--- src/rtl/muldiv_pkg.sv ---
// Shared definitions for the iterative RV32M multiply/divide unit:
// funct3 encodings, FSM state type and operand-classification helpers.
package muldiv_pkg;

    localparam logic [2:0] F3_MUL    = 3'd0;
    localparam logic [2:0] F3_MULH   = 3'd1;
    localparam logic [2:0] F3_MULHSU = 3'd2;
    localparam logic [2:0] F3_MULHU  = 3'd3;
    localparam logic [2:0] F3_DIV    = 3'd4;
    localparam logic [2:0] F3_DIVU   = 3'd5;
    localparam logic [2:0] F3_REM    = 3'd6;
    localparam logic [2:0] F3_REMU   = 3'd7;

    typedef enum logic [1:0] {
        IDLE = 2'd0,
        CALC = 2'd1,
        FIX  = 2'd2,
        DONE = 2'd3
    } state_t;

    function automatic logic is_div(input logic [2:0] f3);
        return f3[2];
    endfunction

    function automatic logic a_signed(input logic [2:0] f3);
        return (f3 == F3_MUL) || (f3 == F3_MULH) || (f3 == F3_MULHSU) ||
               (f3 == F3_DIV) || (f3 == F3_REM);
    endfunction

    function automatic logic b_signed(input logic [2:0] f3);
        return (f3 == F3_MUL) || (f3 == F3_MULH) ||
               (f3 == F3_DIV) || (f3 == F3_REM);
    endfunction

    // Upper register select: high product half, or remainder for divides.
    function automatic logic hi_sel(input logic [2:0] f3);
        return f3[2] ? f3[1] : (f3[1:0] != 2'b00);
    endfunction

endpackage

--- src/rtl/muldiv_step.sv ---
// One iteration of the unit's datapath: shift-add multiply or restoring
// trial-subtract divide, selected by div. Ports: div, acc/q/m in, acc_n/q_n out.
module muldiv_step
    import muldiv_pkg::*;
#(
    parameter int XLEN = 32
) (
    input  logic            div,
    input  logic [XLEN-1:0] acc,
    input  logic [XLEN-1:0] q,
    input  logic [XLEN-1:0] m,
    output logic [XLEN-1:0] acc_n,
    output logic [XLEN-1:0] q_n
);

    logic [XLEN:0] sum;
    logic [XLEN:0] sh;
    logic [XLEN:0] diff;

    always_comb begin
        sum   = {1'b0, acc} + (q[0] ? {1'b0, m} : '0);
        sh    = {acc, q[XLEN-1]};
        diff  = sh - {1'b0, m};
        acc_n = sum[XLEN:1];
        q_n   = {sum[0], q[XLEN-1:1]};
        if (div) begin
            // Remainder stays below m, so the restored value fits XLEN bits.
            if (!diff[XLEN]) begin
                acc_n = diff[XLEN-1:0];
                q_n   = {q[XLEN-2:0], 1'b1};
            end else begin
                acc_n = sh[XLEN-1:0];
                q_n   = {q[XLEN-2:0], 1'b0};
            end
        end
    end

endmodule

--- src/rtl/muldiv_seq.sv ---
// Iterative RV32M mul/div, one bit per clock, valid/ready on both sides.
// Ports: clk, rstn, in_valid/in_ready, a, b, funct3, out_valid/out_ready, c.
// Option MULDIV_EARLY_OUT_EN: trivial operand cases skip CALC (IDLE -> FIX).
module muldiv_seq
    import muldiv_pkg::*;
#(
    parameter int XLEN = 32
) (
    input  logic            clk,
    input  logic            rstn,
    input  logic            in_valid,
    output logic            in_ready,
    input  logic [XLEN-1:0] a,
    input  logic [XLEN-1:0] b,
    input  logic [2:0]      funct3,
    output logic            out_valid,
    input  logic            out_ready,
    output logic [XLEN-1:0] c
);

    localparam int CW = $clog2(XLEN) + 1;
    localparam logic [XLEN-1:0] SMIN = {1'b1, {(XLEN-1){1'b0}}};

    state_t            state;
    state_t            state_n;
    logic [CW-1:0]     cnt;
    logic [XLEN-1:0]   a_r;
    logic [XLEN-1:0]   b_r;
    logic [2:0]        f3_r;
    logic              sa;
    logic              sb;
    logic [XLEN-1:0]   m;
    logic [XLEN-1:0]   acc;
    logic [XLEN-1:0]   q;
    logic [XLEN-1:0]   acc_n;
    logic [XLEN-1:0]   q_n;
    logic [XLEN-1:0]   c_r;
    logic [XLEN-1:0]   res;
    logic [XLEN-1:0]   a_mag;
    logic [XLEN-1:0]   b_mag;
    logic [2*XLEN-1:0] prod;
    logic [2*XLEN-1:0] prod_s;
    logic [XLEN-1:0]   quo;
    logic [XLEN-1:0]   rem;
    logic              ovf;
    logic              accept;
    logic              early;
    logic              last;
    logic              sa_in;
    logic              sb_in;

    assign accept = in_valid && (state == IDLE);
    assign last   = (cnt == CW'(XLEN - 1));
    assign sa_in  = a_signed(funct3) && a[XLEN-1];
    assign sb_in  = b_signed(funct3) && b[XLEN-1];
    assign a_mag  = sa_in ? -a : a;
    assign b_mag  = sb_in ? -b : b;
    assign c      = c_r;

`ifdef MULDIV_EARLY_OUT_EN
    always_comb begin
        if (is_div(funct3))
            early = (b == '0) ||
                    (a_signed(funct3) && (a == SMIN) && (b == '1));
        else
            early = (a == '0) || (b == '0);
    end
`else
    assign early = 1'b0;
`endif

    muldiv_step #(.XLEN(XLEN)) u_step (
        .div   (f3_r[2]),
        .acc   (acc),
        .q     (q),
        .m     (m),
        .acc_n (acc_n),
        .q_n   (q_n)
    );

    always_ff @(posedge clk or negedge rstn) begin
        if (!rstn) state <= IDLE;
        else       state <= state_n;
    end

    always_comb begin
        state_n = state;
        case (state)
            IDLE: if (accept)    state_n = early ? FIX : CALC;
            CALC: if (last)      state_n = FIX;
            FIX:                 state_n = DONE;
            DONE: if (out_ready) state_n = IDLE;
            default:             state_n = IDLE;
        endcase
    end

    always_comb begin
        in_ready  = (state == IDLE);
        out_valid = (state == DONE);
    end

    // Sign correction and RV32M special cases; the overrides also cover
    // the early-out path where acc/q never iterated.
    always_comb begin
        prod   = {acc, q};
        prod_s = (sa ^ sb) ? -prod : prod;
        quo    = (sa ^ sb) ? -q : q;
        rem    = sa ? -acc : acc;
        ovf    = is_div(f3_r) && a_signed(f3_r) &&
                 (a_r == SMIN) && (b_r == '1);
        if (is_div(f3_r)) begin
            if (b_r == '0)
                res = f3_r[1] ? a_r : '1;
            else if (ovf)
                res = f3_r[1] ? '0 : SMIN;
            else
                res = hi_sel(f3_r) ? rem : quo;
        end else begin
            if ((a_r == '0) || (b_r == '0))
                res = '0;
            else
                res = hi_sel(f3_r) ? prod_s[2*XLEN-1:XLEN]
                                   : prod_s[XLEN-1:0];
        end
    end

    always_ff @(posedge clk or negedge rstn) begin
        if (!rstn) begin
            cnt  <= '0;
            a_r  <= '0;
            b_r  <= '0;
            f3_r <= '0;
            sa   <= 1'b0;
            sb   <= 1'b0;
            m    <= '0;
            acc  <= '0;
            q    <= '0;
            c_r  <= '0;
        end else begin
            case (state)
                IDLE: begin
                    if (accept) begin
                        a_r  <= a;
                        b_r  <= b;
                        f3_r <= funct3;
                        sa   <= sa_in;
                        sb   <= sb_in;
                        acc  <= '0;
                        cnt  <= '0;
                        // Divide iterates the dividend in q; multiply
                        // shifts the multiplier out of q.
                        if (is_div(funct3)) begin
                            q <= a_mag;
                            m <= b_mag;
                        end else begin
                            q <= b_mag;
                            m <= a_mag;
                        end
                    end
                end
                CALC: begin
                    acc <= acc_n;
                    q   <= q_n;
                    cnt <= last ? '0 : cnt + CW'(1);
                end
                FIX:     c_r <= res;
                default: ;
            endcase
        end
    end

endmodule

--- config.mk ---
export PLATFORM = sky130hd
export DESIGN_NAME = muldiv_seq
export DESIGN_NICKNAME = d
export VERILOG_FILES = /design/src/rtl/muldiv_pkg.sv /design/src/rtl/muldiv_step.sv /design/src/rtl/muldiv_seq.sv
export SDC_FILE = /design/constraint.sdc
export NUM_CORES = 1
export LEC_CHECK = 0
export BUFFER_PORTS_ARGS = -buffer_cell sky130_fd_sc_hd__buf_2
export CAP_MARGIN = 20
export CORE_ASPECT_RATIO = 0.6
export CORE_MARGIN = 2
export CORE_UTILIZATION = 38
export CTS_BUF_LIST = sky130_fd_sc_hd__clkbuf_8
export DETAILED_ROUTE_END_ITERATION = 12
export PLACE_DENSITY = 0.52
export SYNTH_ARGS = -nofsm -noshare
export SYNTH_HDL_FRONTEND = slang
export SYNTH_SLANG_ARGS = --single-unit
--- constraint.sdc ---
create_clock -name clk -period 3.9 [get_ports clk]
set_input_delay 0.78 -clock clk [delete_from_list [all_inputs] [get_ports clk]]
set_output_delay 0.78 -clock clk [all_outputs]
set_load 0.02 [all_outputs]
### Yosys cells after proc, flatten, opt, wreduce, memory -nomap -nowiden

Cells that the tools add are included.

* add/subtract/negate cells: 8
* eq/ne operators: 17
* multiplexer cells: 32
* bitwise operators: 1
* reductions and logical operators: 27

Operator list (count)
* $mux 32: 20
* $neg 32->32: 4
* $pmux 32 s2: 2
* $eq 32x32->1 const B: 2
* $logic_not 32->1: 2
* $mux 64: 1
* $neg 64->64: 1
* $add 32x33->33: 1
* $sub 33x32->33: 1
* $eq 3x3->1 const B: 4
* $mux 6: 2
* $pmux 6 s2: 1
* $logic_or 1x1->1: 11
* $pmux 2 s4: 1
* $add 6x1->6 const B: 1
* $eq 3x1->1 const B: 2
* $eq 3x2->1 const B: 2
* $eq 6x5->1 const B: 1
* $logic_and 1x1->1: 6
* $logic_not 3->1: 2
* $mux 2: 3
* $eq 2x2->1 const B: 2
* $ne 2x1->1 const B: 2
* $reduce_and 2->1: 2
* 7 further kinds: 9

* bits in registers: 205
* input bits: 71
* output and inout port bits: 34

### Depth between registers and ports, before layout

Gate-level depths: netlist (run 1).

* depth after elaboration: 11
* depth in mapped cells: 14
* mapped depth without buffers: 13

### Cells and area by module

A second synthesis (run 1) with hierarchy kept.

* cells, all modules: 2308
* area total of the unflattened synthesis: 17879.6 sq um

By module, submodules not included
* muldiv_seq: instances 1, cells each 1625, area each 13170.1 sq um, seq. area each 5129.9 sq um
* muldiv_step: instances 1, cells each 683, area each 4709.5 sq um, seq. area each 0.0 sq um

### Worst setup path after synthesis (run 1)

OpenSTA, ideal clock, no wires.

* path type: in2reg
* from: input port a[0]
* to: register m[28]
* library setup time: 0.125 ns
* data arrival time: 3.010 ns
* data required time: 3.775 ns
* slack: 0.765 ns
* cell stages on the path: 11
* buffers on the path: 0
* cells stage by stage: inv_1 > ha_1 > or3b_2 > nor4_4 > nand2_1 > nor3_2 > nand2_1 > o31ai_1 > xor2_1 > mux2i_1 > mux2_2

* longest elaborated chain between the ends: 3

RTL lines
* from (decl): RTL line muldiv_seq.sv:13 `input logic [XLEN-1:0] a,`
* $neg 32->32: RTL line muldiv_seq.sv:56 `assign a_mag = sa_in ? -a : a;`
* $mux 32: RTL line muldiv_seq.sv:56
* $mux 32: RTL line muldiv_seq.sv:152 `if (is_div(funct3)) begin`
* to (signal assigned): RTL line muldiv_seq.sv:154 `m <= b_mag;`
* to (signal assigned): RTL line muldiv_seq.sv:157 `m <= a_mag;`
* to (decl): RTL line muldiv_seq.sv:32 `logic [XLEN-1:0] m;`

No other way between the ends.
A chain may end at the register's enable or synchronous reset.

### Worst setup path in the final report (run 1)

* from: register f3_r[0]
* to: register c_r[18], in the netlist c[18]

* longest elaborated chain between the ends: 11
* elaborated cells between the ends (all ways): 20
* those cells by class: eq/ne (4); mux (7); reduce/logical (9)

RTL lines
* from (decl): RTL line muldiv_seq.sv:29 `logic [2:0] f3_r;`
* from (signal assigned): RTL line muldiv_seq.sv:145 `f3_r <= funct3;`
* $eq 3x1->1 or $logic_not 3->1 (tied branches): RTL line muldiv_pkg.sv:26 `return (f3 == F3_MUL) || (f3 == F3_MULH) || (f3 == F3_MULHSU) ||`
* $logic_or 1x1->1 (3 in a row): RTL line muldiv_pkg.sv:26
* $logic_or 1x1->1: RTL line muldiv_pkg.sv:27 `(f3 == F3_DIV) || (f3 == F3_REM);`
* $logic_and 1x1->1 (2 in a row): RTL line muldiv_seq.sv:109 `ovf = is_div(f3_r) && a_signed(f3_r) &&`
* $logic_and 1x1->1: RTL line muldiv_seq.sv:110 `(a_r == SMIN) && (b_r == '1);`
* $mux 32: RTL line muldiv_seq.sv:114 `else if (ovf)`
* $mux 32: RTL line muldiv_seq.sv:112 `if (b_r == '0)`
* $mux 32 *: RTL line muldiv_seq.sv:111 `if (is_div(f3_r)) begin`
* to (signal assigned): RTL line muldiv_seq.sv:166 `FIX: c_r <= res;`
* to (decl): RTL line muldiv_seq.sv:37 `logic [XLEN-1:0] c_r;`

Mark *: on every way between the ends. The rest lies on a longest branch, timed or not.

==> flow_metrics.env, run 1 <==
export IMPL_status="completed"
export IMPL_cpLargestDelayFamily="simple AND/OR/NAND/NOR gates"
export IMPL_cap_viol_max_count=0
export IMPL_slew_headroom=0.385
export IMPL_drc=0
export IMPL_clock_latency_ns=0.59
export IMPL_area_delta_synth_final_pct=13.6
export IMPL_reg2reg_depth=10
export IMPL_ys_ff_latch=205
export IMPL_drive_above_1_share=0.171
export IMPL_grt_max_degree=78
export IMPL_critPathBufInv=1
export IMPL_multi_input_comb_area_um2=11500
export IMPL_finalNetCount=2418
export IMPL_grt_overflow_total=0
export IMPL_synth_nets=2310
export IMPL_wirelength_um=71000
export IMPL_gr_usage_met1=0.470
export IMPL_dieHeight_um=170
export IMPL_clockBufferDepth=3
export IMPL_io_pins=105
export IMPL_ys_top_cells_by_area="dfrtp_1 29%, a21oi_1 5.6%, o21ai_0 5.6%, mux2_2 5.5%, xnor2_1 5.3%"
export IMPL_crit_type="flop to flop"
export IMPL_hold_viol=0
export IMPL_rsz0062_at_grt="false"
export IMPL_grtUsageTotal=0.293
export IMPL_routedWlPerCell_um=24.3
export IMPL_drt_iter0_markers=1890
export IMPL_cp_end_kind="flop"
export IMPL_synth_top_area_frac=0.294
export IMPL_use_met3=0.101
export IMPL_path_cells="nand4b_1 > or4_1 > nor3_1 > buf_4 > a311o_1 > and2_0 > nand2b_1 > o21ai_0 > o21ai_0 > a31oi_1"
export IMPL_ys_seq_area_frac=0.294
export IMPL_setup_violations=0
export IMPL_num_vias=17700
export IMPL_yosysWarningCount=0
export IMPL_die_x_um=281
export IMPL_syn_area_um2=17500
export IMPL_cp_required_ns=4.33
export IMPL_fin_skew_ns=0.0256
export IMPL_synth_distinct_cells=76
export IMPL_slew_violations=0
export IMPL_synth_async_reset_ratio=1.00
export IMPL_grt_antenna_before_repair=2
export IMPL_ys_flop_type="dfrtp_1"
export IMPL_start_util=0.387
export IMPL_postCtsHoldBufs=0
export IMPL_place_area_um2=19100
export IMPL_avgSynthCellArea_um2=8.07
export IMPL_numCtsBuffers=35
export IMPL_tightest_slew_ns=0.918
export IMPL_start_kind="flop"
export IMPL_cp_common_cell="o21ai_0"
export IMPL_post_route_period_util=0.969
export IMPL_fillers=4622
export IMPL_row_count=60
export IMPL_path_max_fanout=13
export IMPL_ctsRootBufferMaster="clkbuf_8"
export IMPL_grt_pass1_vias=16000
export IMPL_slowest_delay_ns=0.60
export IMPL_use_met2=0.362
export IMPL_h_tree_depth=2
export IMPL_path_clk_slew_ns=0.07
export IMPL_post_cts_buffers=0
export IMPL_cts_resized=0
export IMPL_p_total_uw=18800
export IMPL_fin_area_um2=19800
export IMPL_seq_area_um2=5130
export IMPL_first_pass_iters=6
export IMPL_post_synth_top_area_cell="dfrtp_1"
export IMPL_cts_tree="built"
export IMPL_grt_busiest_layer="met1"
export IMPL_hpwl_um=56500
export IMPL_synth_edf_count=0
export IMPL_clock_sinks=205
export IMPL_drt_vias_per_instance=6.06
export IMPL_cp_depth=10
export IMPL_syn_inst=2164
export IMPL_power_density_nw_per_um2=946
export IMPL_die_area_um2=47800
export IMPL_drtAntennaViolNets=0
export IMPL_gp_congestion=1.01
export IMPL_p_leak_uw=0.00850
export IMPL_period_needed_ns=3.78
export IMPL_port_buffers=104
export IMPL_max_vdd_ir_drop_uv=739
export IMPL_fmax_mhz=265
export IMPL_slowest_stage="a311o_1"
export IMPL_core_um2=45100
export IMPL_grt_pass1_wl_um=105000
export IMPL_arrival_ns=4.21
export IMPL_setup_tns_ns=0
export IMPL_hold_path_class="input pin to async pin"
## synth_stat cells (11+ instances only)
cell type / instances
nor2_1: 221
dfrtp_1: 205
a21oi_1: 195
o21ai_0: 194
nand2_1: 173
clkbuf_1: 124
xnor2_1: 105
xor2_1: 91
mux2_2: 86
ha_1: 73
inv_1: 73
nor3_1: 46
mux2i_1: 41
nand3_1: 40
a31oi_1: 32
a211oi_1: 30
a21o_1: 27
o31ai_1: 27
a22oi_1: 26
nor4_1: 26
nand4_1: 25
nand2b_1: 20
o221ai_1: 20
o22ai_1: 15
o41ai_1: 13
or4_1: 13
and2_1: 12
o2111ai_1: 11
or3_1: 11
## metrics by stage
stage	hold WS, ns	util	setup WS, ns	cells
2_1_floorplan	0.450	-	0.765	2164
3_3_place_gp	0.469	0.424	0.125	2855
3_5_place_dp	0.475	0.424	0.0899	2855
4_1_cts	0.209	0.440	0.187	2917
5_1_grt	0.235	0.440	0.0186	2918
6_report	0.162	0.440	0.120	2918
## cell usage in the layout, fill, tap and decap left out, drive strengths merged, types with 48 or more instances in the layout
cell type	Yosys	routed
xnor2	105	105
mux2	86	86
nor2	221	221
xor2	91	91
inv	73	84
a21oi	195	195
nand2	173	173
buf	21	217
dfrtp	205	205
o21ai	197	197
nor3	48	48
ha	73	73
## final timing paths
| path | start | end | slack [ns] |
|---|---|---|---|
| max | f3_r[0]$_DFFE_PN0P_ | c[18]$_DFFE_PN0P_ | 0.12 |
| max in group asynchronous | rstn | b_r[7]$_DFFE_PN0P_ | 2.76 |
| min | rstn | acc[23]$_DFFE_PN0P_ | 0.16 |
| min in group clk | funct3[0] | f3_r[0]$_DFFE_PN0P_ | 0.47 |
| min reg2reg | c[23]$_DFFE_PN0P_ | c[23]$_DFFE_PN0P_ | 0.48 |
| max reg2reg | f3_r[0]$_DFFE_PN0P_ | c[18]$_DFFE_PN0P_ | 0.12 |
## per-layer routing
layer,wire length (µm),up-vias
met5,0,-
met4,1150,0
met3,8400,68
met2,25800,824
met1,35600,8672
li1,-,8133
## state kept, by name (all words and copies together), names as in the netlist
signal	flops
a_r	32
acc	32
b_r	32
c	32
m	32
q	32
cnt	6
f3_r	3
state	2
sa	1
sb	1
## area by class of cell
cell class / instances / area share
antenna: 1 / 0.000126
clock buffer: 43 / 0.0298
clock inverter: 19 / 0.00574
inverter: 75 / 0.0142
multi-input combinational: 1738 / 0.582
sequential: 205 / 0.259
tap: 620 / 0.0391
timing repair buffer: 217 / 0.0707
## power by group
| part | total, µW | internal (µW) | switching, µW |
|---|---|---|---|
| Combinational | 12500 | 4710 | 7750 |
| Sequential | 4210 | 3100 | 1110 |
| Clock | 2100 | 1070 | 1030 |
## cell families after synthesis
kind of cell               count (synthesis)  share of synthesized area
and+or+nand+nor                          652                      0.179
muxes                                    127                     0.0789
DFF                                      205                      0.294
AOI/OAI and AO/OA                        688                      0.246
xor gates and xnor gates                 196                     0.0983
buffers and inverters                    221                     0.0491
adders and majority gates                 75                     0.0546
Note: power is estimated with default switching activity, not from simulation.
==> inputs of run 2 (changes only) <==
Settings changed: MAX_ROUTING_LAYER set to met4.
==> run 2 against run 1 <==
Compared with the run above:
- sequential share of layout area down 0.14 points
- critical path depth up 4
- sequential power up 2%
- register-to-register slack better by 0.13 ns
- largest power group unchanged
==> flow_metrics.env, run 2 (same netlist as run 1, synthesis figures left out) <==
export IMPL_grt_overflow_total=0
export IMPL_postCtsHoldBufs=0
export IMPL_drt_vias_per_instance=6.02
export IMPL_final_cell_mix="221 x nor2_1, 204 x dfrtp_1, 194 x a21oi_1, 194 x o21ai_0, 172 x nand2_1"
export IMPL_clock_latency_ns=0.59
export IMPL_slowest_delay_ns=0.55
export IMPL_final_common_cell="nor2_1"
export IMPL_fin_skew_ns=0.0304
export IMPL_antenna_cells=0
export IMPL_core_um2=45100
export IMPL_ctsRootBufferMaster="clkbuf_8"
export IMPL_grt_antenna_before_repair=3
export IMPL_p_leak_uw=0.00854
export IMPL_drtAntennaViolNets=0
export IMPL_start_util=0.387
export IMPL_fin_ws_ns=0.249
export IMPL_path_max_fanout=33
export IMPL_area_delta_synth_final_pct=14.2
export IMPL_drive_above_1_share=0.171
export IMPL_grt_pass1_wl_um=107000
export IMPL_gp_congestion=1.02
export IMPL_io_pins=105
export IMPL_wirelength_um=71800
export IMPL_die_area_um2=47800
export IMPL_finalNetCount=2419
export IMPL_post_route_util=0.442
export IMPL_status="completed"
export IMPL_path_clk_slew_ns=0.07
export IMPL_place_area_um2=19200
export IMPL_setup_tns_ns=0
export IMPL_power_density_nw_per_um2=949
export IMPL_start_kind="flop"
export IMPL_port_buffers=104
export IMPL_rsz0062_at_grt="false"
export IMPL_slew_violations=0
export IMPL_row_count=60
export IMPL_drt_iter0_markers=2141
export IMPL_fin_cells=2916
export IMPL_drc=0
export IMPL_pre_cts_ws_ns=0.188
export IMPL_post_route_period_util=0.936
export IMPL_hold_viol=0
export IMPL_arrival_ns=4.07
export IMPL_slew_headroom=0.385
export IMPL_clockBufferDepth=3
export IMPL_cp_end_kind="flop"
export IMPL_slowest_stage="o21ai_0"
export IMPL_grtUsageTotal=0.307
export IMPL_hold_path_class="input pin to async pin"
export IMPL_grt_max_degree=77
export IMPL_crit_type="flop to flop"
export IMPL_fin_area_um2=20000
export IMPL_hpwl_um=57200
export IMPL_h_tree_depth=2
export IMPL_cap_viol_max_count=0
export IMPL_cp_required_ns=4.32
export IMPL_cp_common_cell="o21ai_0"
export IMPL_num_vias=17500
export IMPL_setup_violations=0
export IMPL_dieHeight_um=170
export IMPL_numCtsBuffers=35
export IMPL_clock_sinks=205
export IMPL_tightest_slew_ns=0.921
export IMPL_max_vdd_ir_drop_uv=474
export IMPL_period_needed_ns=3.65
export IMPL_first_pass_iters=5
export IMPL_path_cells="inv_1 > buf_12 > nor2_1 > ha_1 > a21oi_1 > o21ai_0 > a21boi_0 > a21bo_2 > o21ai_0 > buf_4 > a311o_1 > o21ai_0 > a32oi_1 > a41oi_1"
export IMPL_routedWlPerCell_um=24.6
export IMPL_fmax_mhz=274
export IMPL_dpl_cell_count=2856
export IMPL_die_x_um=281
export IMPL_cts_tree="built"
export IMPL_grt_pass1_vias=16200
==> run 2: changes by cell type in the layout (fill, tap and decap cells not counted) <==
| cell | delta |
|---|---|
| bufinv_16 | +2 |
| diode_2 | -1 |
| buf_12 | +5 |
| clkinv_2 | -4 |
| buf_4 | -4 |
==> run 2: worst max-delay path, delay by kind of cell (launching register included) <==
family	cells	cell delay [ns]
AO/OA/AOI/OAI	9	2.10
buffers and inverters	3	0.54
flip-flops	1	0.41
adder cells (fa/ha/maj)	1	0.36
AND/OR/NAND/NOR	1	0.08
==> run 2: area by class of cell <==
| type | instances | area (µm²) |
|---|---|---|
| Fill cell | 4565 | 25200 |
| Timing Repair Buffer | 218 | 1470 |
| Sequential cell | 205 | 5130 |
| Tap cell | 620 | 776 |
| Inverter | 75 | 282 |
| Clock inverter | 17 | 154 |
| Multi-Input combinational cell | 1738 | 11500 |
| Clock buffer | 43 | 592 |
==> run 2: per-layer routing <==
layer / vias up / GRT usage / wire length (µm)
met2: 812 / 0.372 / 26200
met1: 8557 / 0.496 / 37000
met4: 0 / 0.0514 / 1020
li1: 8108 / - / -
met3: 65 / 0.0743 / 7650
met5: - / - / 0
==> run 2: metrics by stage <==
step | total power, µW | hold slack [ns]
4_1_cts | 18600 | 0.176
2_1_floorplan | 12000 | 0.450
5_1_grt | 20200 | 0.211
3_3_place_gp | 16300 | 0.467
3_5_place_dp | 16300 | 0.475
6_report | 18900 | 0.166
==> run 2: worst paths after layout <==
check	depth (start not counted)	slack (ns)	from	endpoint
max	14	0.25	q[0]$_DFFE_PN0P_	acc[31]$_DFFE_PN0P_
min	1	0.17	rstn	acc[31]$_DFFE_PN0P_
max reg2reg	14	0.25	q[0]$_DFFE_PN0P_	acc[31]$_DFFE_PN0P_
min reg2reg	2	0.49	m[10]$_DFFE_PN0P_	m[10]$_DFFE_PN0P_
max in group asynchronous	2	2.90	rstn	cnt[2]$_DFFE_PN0P_
min in group clk	2	0.49	m[10]$_DFFE_PN0P_	m[10]$_DFFE_PN0P_
==> run 2: what timing repair did <==
action                                  4_1_cts  5_1_grt
gates resized for setup                       0        1
setup buffers                                 0        0
hold endpoints to repair                      0        0
endpoints found under the setup margin        0        7
==> run 2: report_power, final <==
part	switching (µW)	internal (µW)	total, µW	leakage [µW]
logic	7650	4770	12400	0.00562
clock network	1020	1200	2220	0.000417
registers	1200	3100	4290	0.00250
